`src/rtl/add_node_split_pkg.sv`:
```
// rtl/add_node_split_pkg.sv - shared gene field offsets, node types and FSM states for add_node_split
package add_node_split_pkg;

  // Field positions are expressed in units of ATTR_SZ bits.
  localparam int NODE_ID     = 5;
  localparam int NODE_TYPE   = 7;  // type occupies [7*A-2:7*A-3]
  localparam int CONN_SRC    = 5;
  localparam int CONN_DEST   = 4;
  localparam int CONN_EN     = 7;  // enable is the single bit 7*A-1
  localparam int CONN_WEIGHT = 2;  // weight spans two attribute fields

  typedef enum logic [1:0] {
    NODE_HIDDEN = 2'b00,
    NODE_INPUT  = 2'b01,
    NODE_OUTPUT = 2'b10
  } node_type_e;

  typedef enum logic [2:0] {
    PASS,
    EMIT_A,
    EMIT_B,
    FLUSH,
    DONE
  } fsm_e;

endpackage

```
`src/rtl/add_node_split_if.sv`:
```
// rtl/add_node_split_if.sv - gene stream in/out bundle for add_node_split
interface add_node_split_if #(
  parameter int GENE_SZ = 64
);
  logic [GENE_SZ-1:0] gene_in;
  logic               in_valid;
  logic               in_last;
  logic               in_ready;
  logic [GENE_SZ-1:0] gene_out;
  logic               out_valid;
  logic               out_is_node;

  modport master (
    output gene_in, in_valid, in_last,
    input  in_ready, gene_out, out_valid, out_is_node
  );

  modport slave (
    input  gene_in, in_valid, in_last,
    output in_ready, gene_out, out_valid, out_is_node
  );
endinterface

```
`src/rtl/add_node_split_pending_node_fifo.sv`:
```
// rtl/add_node_split_pending_node_fifo.sv - small FIFO of node ids awaiting emission after the connection stream
module pending_node_fifo #(
  parameter int DEPTH = 4,
  parameter int WIDTH = 8,
  localparam int PTR_W = (DEPTH > 1) ? $clog2(DEPTH) : 1,
  localparam int CNT_W = $clog2(DEPTH + 1)
) (
  input  logic             clk,
  input  logic             rst,
  input  logic             i_clr,
  input  logic             i_push,
  input  logic [WIDTH-1:0] i_din,
  input  logic             i_pop,
  output logic [WIDTH-1:0] o_dout,
  output logic             o_empty,
  output logic             o_full,
  output logic [CNT_W-1:0] o_count
);
  logic [WIDTH-1:0] r_mem [DEPTH];
  logic [PTR_W-1:0] r_wr;
  logic [PTR_W-1:0] r_rd;
  logic [CNT_W-1:0] r_count;
  logic             w_do_push;
  logic             w_do_pop;

  function automatic logic [PTR_W-1:0] next_ptr(input logic [PTR_W-1:0] p);
    return (p == PTR_W'(DEPTH - 1)) ? '0 : p + 1'b1;
  endfunction

  assign w_do_push = i_push && !o_full;
  assign w_do_pop  = i_pop && !o_empty;

  always_ff @(posedge clk or posedge rst) begin
    if (rst) begin
      r_wr    <= '0;
      r_rd    <= '0;
      r_count <= '0;
    end else if (i_clr) begin
      r_wr    <= '0;
      r_rd    <= '0;
      r_count <= '0;
    end else begin
      if (w_do_push) r_wr <= next_ptr(r_wr);
      if (w_do_pop)  r_rd <= next_ptr(r_rd);
      case ({w_do_push, w_do_pop})
        2'b10:   r_count <= r_count + 1'b1;
        2'b01:   r_count <= r_count - 1'b1;
        default: r_count <= r_count;
      endcase
    end
  end

  always_ff @(posedge clk) begin
    if (w_do_push) r_mem[r_wr] <= i_din;
  end

  assign o_dout  = r_mem[r_rd];
  assign o_empty = (r_count == '0);
  assign o_full  = (r_count == CNT_W'(DEPTH));
  assign o_count = r_count;
endmodule

```
`src/rtl/add_node_split.sv`:
```
// rtl/add_node_split.sv - add-node mutation: splits selected connections and appends the new node genes
module add_node_split
  import add_node_split_pkg::*;
#(
  parameter int                   GENE_SZ      = 64,
  parameter int                   ATTR_SZ      = 8,
  parameter int                   LIM_ADD_NODE = 4,
  parameter logic [2*ATTR_SZ-1:0] NEW_WEIGHT   = 16'h0100
) (
  input  logic               clk,
  input  logic               rst,
  input  logic               i_setup,
  input  logic               i_state,
  input  logic [ATTR_SZ-1:0] i_node_add_prob,
  input  logic [ATTR_SZ-1:0] i_random,
  input  logic [ATTR_SZ-1:0] i_next_node_id,
  output logic               o_done,
  add_node_split_if.slave    bus
);
  localparam int ADD_W    = $clog2(LIM_ADD_NODE + 1);
  localparam int EN_BIT   = CONN_EN * ATTR_SZ - 1;
  localparam int TYPE_LSB = NODE_TYPE * ATTR_SZ - 3;

  fsm_e               r_fsm, w_nxt;
  logic [ATTR_SZ-1:0] r_prob;
  logic [ATTR_SZ-1:0] r_node_ctr;
  logic [ADD_W-1:0]   r_add_ctr;
  logic [GENE_SZ-1:0] r_gene;
  logic               r_last_pending;
  logic [GENE_SZ-1:0] r_gene_out, w_gene_out;
  logic               r_out_valid, w_out_valid;
  logic               r_out_is_node, w_out_is_node;
  logic               w_acc, w_split_cond, w_split, w_push, w_pop;
  logic [ATTR_SZ-1:0] w_fifo_dout;
  logic               w_fifo_empty, w_fifo_full;
  logic [ADD_W-1:0]   w_fifo_count;

  assign bus.in_ready = (r_fsm == PASS);
  assign w_acc        = bus.in_valid && bus.in_ready;
  // Id all-ones is reserved, so a saturated node counter blocks further splits.
  assign w_split_cond = (i_random > r_prob) && bus.gene_in[EN_BIT] &&
                        (r_add_ctr < ADD_W'(LIM_ADD_NODE)) && (r_node_ctr != '1);

  always_comb begin
    w_nxt         = r_fsm;
    w_gene_out    = '0;
    w_out_valid   = 1'b0;
    w_out_is_node = 1'b0;
    w_split       = 1'b0;
    w_push        = 1'b0;
    w_pop         = 1'b0;
    case (r_fsm)
      PASS: begin
        if (w_acc) begin
          w_gene_out  = bus.gene_in;
          w_out_valid = 1'b1;
          if (!i_state) begin
            w_out_is_node = 1'b1;
          end else if (w_split_cond) begin
            w_gene_out[EN_BIT] = 1'b0;
            w_split            = 1'b1;
            w_nxt              = EMIT_A;
          end else if (bus.in_last) begin
            w_nxt = FLUSH;
          end
        end
      end
      EMIT_A: begin
        w_gene_out = r_gene;
        w_gene_out[CONN_DEST*ATTR_SZ +: ATTR_SZ]     = r_node_ctr;
        w_gene_out[CONN_WEIGHT*ATTR_SZ +: 2*ATTR_SZ] = NEW_WEIGHT;
        w_gene_out[EN_BIT] = 1'b1;
        w_out_valid        = 1'b1;
        w_nxt              = EMIT_B;
      end
      EMIT_B: begin
        w_gene_out = r_gene;
        w_gene_out[CONN_SRC*ATTR_SZ +: ATTR_SZ] = r_node_ctr;
        w_gene_out[EN_BIT] = 1'b1;
        w_out_valid        = 1'b1;
        w_push             = !w_fifo_full;
        w_nxt              = r_last_pending ? FLUSH : PASS;
      end
      FLUSH: begin
        if (!w_fifo_empty) begin
          w_pop         = 1'b1;
          w_gene_out[NODE_ID*ATTR_SZ +: ATTR_SZ] = w_fifo_dout;
          w_gene_out[TYPE_LSB +: 2]              = NODE_HIDDEN;
          w_out_valid   = 1'b1;
          w_out_is_node = 1'b1;
          if (w_fifo_count == ADD_W'(1)) w_nxt = DONE;
        end else begin
          w_nxt = DONE;
        end
      end
      default: w_nxt = r_fsm;
    endcase
  end

  always_ff @(posedge clk or posedge rst) begin
    if (rst) begin
      r_fsm          <= PASS;
      r_prob         <= '0;
      r_node_ctr     <= '0;
      r_add_ctr      <= '0;
      r_gene         <= '0;
      r_last_pending <= 1'b0;
      r_gene_out     <= '0;
      r_out_valid    <= 1'b0;
      r_out_is_node  <= 1'b0;
    end else if (i_setup) begin
      r_fsm          <= PASS;
      r_prob         <= i_node_add_prob;
      r_node_ctr     <= i_next_node_id;
      r_add_ctr      <= '0;
      r_last_pending <= 1'b0;
      r_gene_out     <= '0;
      r_out_valid    <= 1'b0;
      r_out_is_node  <= 1'b0;
    end else begin
      r_fsm         <= w_nxt;
      r_gene_out    <= w_gene_out;
      r_out_valid   <= w_out_valid;
      r_out_is_node <= w_out_is_node;
      if (w_split) begin
        r_gene         <= bus.gene_in;
        r_last_pending <= bus.in_last;
      end
      if (w_push) begin
        r_node_ctr <= r_node_ctr + 1'b1;
        r_add_ctr  <= r_add_ctr + 1'b1;
      end
    end
  end

  pending_node_fifo #(
    .DEPTH (LIM_ADD_NODE),
    .WIDTH (ATTR_SZ)
  ) u_fifo (
    .clk     (clk),
    .rst     (rst),
    .i_clr   (i_setup),
    .i_push  (w_push),
    .i_din   (r_node_ctr),
    .i_pop   (w_pop),
    .o_dout  (w_fifo_dout),
    .o_empty (w_fifo_empty),
    .o_full  (w_fifo_full),
    .o_count (w_fifo_count)
  );

  assign bus.gene_out    = r_gene_out;
  assign bus.out_valid   = r_out_valid;
  assign bus.out_is_node = r_out_is_node;
  assign o_done          = (r_fsm == DONE);
endmodule
```
`src/flat_wrapper.sv`:
```
// flat-port wrapper written by rule: the top's interface ports become plain ports
module add_node_split_flat import add_node_split_pkg::*;
#(
  parameter int                   GENE_SZ      = 64,
  parameter int                   ATTR_SZ      = 8,
  parameter int                   LIM_ADD_NODE = 4,
  parameter logic [2*ATTR_SZ-1:0] NEW_WEIGHT   = 16'h0100
)
  (clk, rst, i_setup, i_state, i_node_add_prob, i_random, i_next_node_id, o_done, bus_gene_in, bus_in_valid, bus_in_last, bus_in_ready, bus_gene_out, bus_out_valid, bus_out_is_node);
  add_node_split_if #(.GENE_SZ(GENE_SZ)) bus_i ();
  input  logic clk;
  input  logic rst;
  input  logic i_setup;
  input  logic i_state;
  input  logic [ATTR_SZ-1:0] i_node_add_prob;
  input  logic [ATTR_SZ-1:0] i_random;
  input  logic [ATTR_SZ-1:0] i_next_node_id;
  output logic o_done;
  input wire logic [$bits(bus_i.gene_in)-1:0] bus_gene_in;
  input wire logic [$bits(bus_i.in_valid)-1:0] bus_in_valid;
  input wire logic [$bits(bus_i.in_last)-1:0] bus_in_last;
  output wire logic [$bits(bus_i.in_ready)-1:0] bus_in_ready;
  output wire logic [$bits(bus_i.gene_out)-1:0] bus_gene_out;
  output wire logic [$bits(bus_i.out_valid)-1:0] bus_out_valid;
  output wire logic [$bits(bus_i.out_is_node)-1:0] bus_out_is_node;
  assign bus_i.gene_in = bus_gene_in;
  assign bus_i.in_valid = bus_in_valid;
  assign bus_i.in_last = bus_in_last;
  assign bus_in_ready = bus_i.in_ready;
  assign bus_gene_out = bus_i.gene_out;
  assign bus_out_valid = bus_i.out_valid;
  assign bus_out_is_node = bus_i.out_is_node;
  add_node_split #(.GENE_SZ(GENE_SZ), .ATTR_SZ(ATTR_SZ), .LIM_ADD_NODE(LIM_ADD_NODE), .NEW_WEIGHT(NEW_WEIGHT)) u_core (.clk(clk), .rst(rst), .i_setup(i_setup), .i_state(i_state), .i_node_add_prob(i_node_add_prob), .i_random(i_random), .i_next_node_id(i_next_node_id), .o_done(o_done), .bus(bus_i));
endmodule
```
`config.mk`:
```
export PLATFORM = sky130hd
export DESIGN_NAME = add_node_split_flat
export DESIGN_NICKNAME = d
export VERILOG_FILES = /design/src/rtl/add_node_split_pkg.sv /design/src/rtl/add_node_split_if.sv /design/src/rtl/add_node_split_pending_node_fifo.sv /design/src/rtl/add_node_split.sv /design/src/flat_wrapper.sv
export SDC_FILE = /design/constraint.sdc
export NUM_CORES = 1
export LEC_CHECK = 0
export BUFFER_PORTS_ARGS = -buffer_cell sky130_fd_sc_hd__buf_2
export CAP_MARGIN = 20
export CELL_PAD_IN_SITES_DETAIL_PLACEMENT = 0
export CELL_PAD_IN_SITES_GLOBAL_PLACEMENT = 1
export CORE_MARGIN = 4
export CORE_UTILIZATION = 40
export DETAILED_ROUTE_END_ITERATION = 12
export PLACE_DENSITY_LB_ADDON = 0.1
export RECOVER_POWER = 25
export REMOVE_ABC_BUFFERS = 1
export SLEW_MARGIN = 20
export SYNTH_ARGS = -nofsm -noshare
export SYNTH_HDL_FRONTEND = slang
export SYNTH_SLANG_ARGS = --single-unit
export TNS_END_PERCENT = 100
```
`constraint.sdc`:
```
create_clock -name clk -period 5.15 [get_ports clk]
set_clock_uncertainty 0.15 [all_clocks]
set_input_delay 0.515 -clock clk [delete_from_list [all_inputs] [get_ports clk]]
set_output_delay 0.515 -clock clk [all_outputs]
set_load 0.05 [all_outputs]
```
==> flow_summary_export.csv <==
group,metric,value,unit
die,fp.dieH,151,um
clock_tree,numCtsBuffers,17,
clock_tree,cts_resized,0,
sta,finalCritPeriodShare,0.626,
global_route,grt_overflow,0,
setup_path,path_max_fanout,64,
finish,syn_to_final_growth,19.8,%
synth,synthTopCellsByCount,"dfrtp_1 (159), nor2_1 (69), mux2_4 (60)",
setup_path,slowest_stage,"buf_4",
synth,ys_seq_area_frac,0.603,
power,total_power,3.96,mW
drt,dr.pass1.iters,7,
placed_design,placement.io_buffers,161,
sta,fin_crit,3.23,ns
placed_design,dp_cells,1014,
power,ir_drop,0.219,mV
synth,synth_edf_count,32,
clock_tree,post_cts_buffers,0,
finish,num_antenna_cells,0,
sta,finalWorstSetupSlack,1.92,ns
die,start_util,0.406,
finish,design_area,9820,um2
global_route,grt_use_total,0.165,
setup_path,critPathTopFamily,"buffers and inverters",
setup_path,critPathArrivalTime,3.39,ns
synth,synthMostInstantiatedCell,"dfrtp_1",
finish,drive_above_1_share,0.365,
clock_tree,numClockSinks,191,
sta,holdWs,0.146,ns
die,row_count,52,
synth,synth_top_cell_by_area,"dfrtp_1",
job,maxCapViolations,1,
synth,synth_top_area_frac,0.485,
drt,drt-wirelength-per-cell,17.6,um
placed_design,placed_cell_area,9240,um2
finish,post-route-util,0.487,
finish,fill_cells,1863,
clock_tree,holdBufCountCts,0,
sta,finalMaxSlewViolations,69,
setup_path,critPathKind,"reg -> reg",
placed_design,dp_slack,1.96,ns
sta,rsz0062_at_grt,"false",
clock_tree,clockRootBuffer,"clkbuf_16",
sta,setup_violations,0,
clock_tree,cts_tree,"done",
finish,finalNonFillerCells,1046,
power,power.leakage,4.55,nW
sta,fmax,310,MHz
power,power_density,403,nW/um2
synth,synth_area,8200,um2
setup_path,worst_ep_required_time,5.31,ns
setup_path,path_cells,"nor3_2 -> and2_2 -> buf_4 -> nand2b_2 -> a2111oi_4 -> buf_12 -> mux2_2",
die,core-area,20200,um2
sta,hold_viol,0,
drt,viasPerCell,5.07,
sta,worstMarginPinSlew,2.95,ns
die,io_pins,162,
synth,synth_ff_type,"dfrtp_1",
synth,synth.distinct_cells,46,
drt,wl,18.5,mm
global_route,grt_pass1_wl,29.0,mm
clock_tree,clk_latency,0.42,ns
synth,synth-seq-cells,191,
clock_tree,clk_path_buf_depth,2,
synth,synth-async-reset-ratio,0.832,
synth,synthesis.instances,614,
finish,fin_nets,876,
die,die_w,151,um
die,dieArea,22800,um2
run_status,status,"finished, violations left",
global_route,first_global_vias,5425,
placed_design,gp_congestion,0.736,
setup_path,worst-path-buf-inv,2,
clock_tree,h-tree-depth,4,
synth,ys_warn_count,0,
worst_hold_path,hold_class,"in -> reg",
drt,drc,0,
global_route,grt_max_degree,69,
drt,drt_iter0_drc,293,
run_status,violations,"capacitance limit, slew limit",
drt,vias,5303,
global_route,antenna_found_initial,0,
drt,ant_nets,0,
sta,slew_headroom,-0.977,
setup_path,cp-start-kind,"flop",
sta,final.setup.tns,0,ns
setup_path,endpoint_kind,"flop",
placed_design,place_hpwl,12.3,mm
setup_path,critPathMaxStageDelay,0.57,ns
clock_tree,clk_pin_slew,0.07,ns
synth,yosys-top-cells-area,"dfrtp_1 (49%), edfxtp_1 (12%), mux2_4 (11%), a22oi_1 (4.3%), nor2_1 (3.2%)",
synth,avgSynthCellArea,13.3,um2
worst register-to-register path, delay by kind of cell (launching register included):
family,cells,cell delay (ns)
compound gates,1,0.36
buf+inv,2,1.00
flops,1,0.52
mux,1,0.47
simple gates,3,0.62
final timing paths:
kind	from	endpoint	slack (ns)	depth (start not counted)
setup / recovery	u_core.r_fsm[2]	u_core.r_gene[36]	1.92	7
hold / removal	i_next_node_id[2]	u_core.r_node_ctr[2]	0.15	3
setup reg to reg	u_core.r_fsm[2]	u_core.r_gene[36]	1.92	7
hold reg to reg	u_core.r_gene[6]	u_core.r_gene[6]	0.36	1
max in group asynchronous	rst	u_core.bus.gene_out[5]	2.04	3
min in group asynchronous	rst	u_core.r_gene[26]	0.78	2
final cells by class:
cell class / instances / area (um2) / area share
timing repair buffer: 169 / 871 / 0.0887
multi-input combinational: 364 / 3010 / 0.306
clock buffer: 19 / 453 / 0.0461
sequential: 191 / 4940 / 0.503
tap: 270 / 338 / 0.0344
clock inverter: 13 / 131 / 0.0134
inverter: 20 / 76.3 / 0.00778
registers in the layout (all words and copies together), names as in the netlist:
signal                  count
u_core.bus.gene_out        64
u_core.r_add_ctr            3
u_core.r_last_pending       1
u_core.r_fsm                3
u_core.r_gene              63
u_core.r_prob               8
u_core.u_fifo.r_rd          2
u_core.r_node_ctr           8
u_core.bus.out_valid        1
u_core.u_fifo.r_mem        32
u_core.u_fifo.o_count       3
u_core.bus.out_is_node      1
u_core.u_fifo.r_wr          2
layer usage:
metal,vias up,share of wire,GRT usage,wire length (um)
li1,2515,-,-,-
met1,2624,0.46,0.225,8510
met2,142,0.47,0.262,8690
met3,22,0.050,0.0359,920
met4,0,0.019,0.0539,348
met5,-,0,0,0
layout by cell type (no fill, tap or decap), drive strengths merged, types with 16 or more instances in the layout:
master / n
ha: 19
buf: 166
edfxtp: 32
mux2: 64
a222oi: 16
dfrtp: 159
nand2: 38
clkbuf: 22
a21oi: 18
nor2: 69
a22oi: 47
o21ai: 17
inv: 22
power by group:
group,switching [mW],internal (mW)
logic,0.389,0.366
clock network,0.582,0.702
registers,0.142,1.78
total,1.11,2.85
cells by family (layout without fill, tap and decap cells):
family                   Yosys count  count (layout)  share of synthesized area
AO/OA/AOI/OAI                    118             118                      0.105
adder cells (fa/ha/maj)           19              19                     0.0290
flip-flops                       191             191                      0.603
multiplexers                      78              78                      0.145
buffers and inverters             59             221                     0.0330
XOR/XNOR                          11              11                     0.0118
AND/OR/NAND/NOR                  138             138                     0.0734
(Power assumes the default switching activity.)
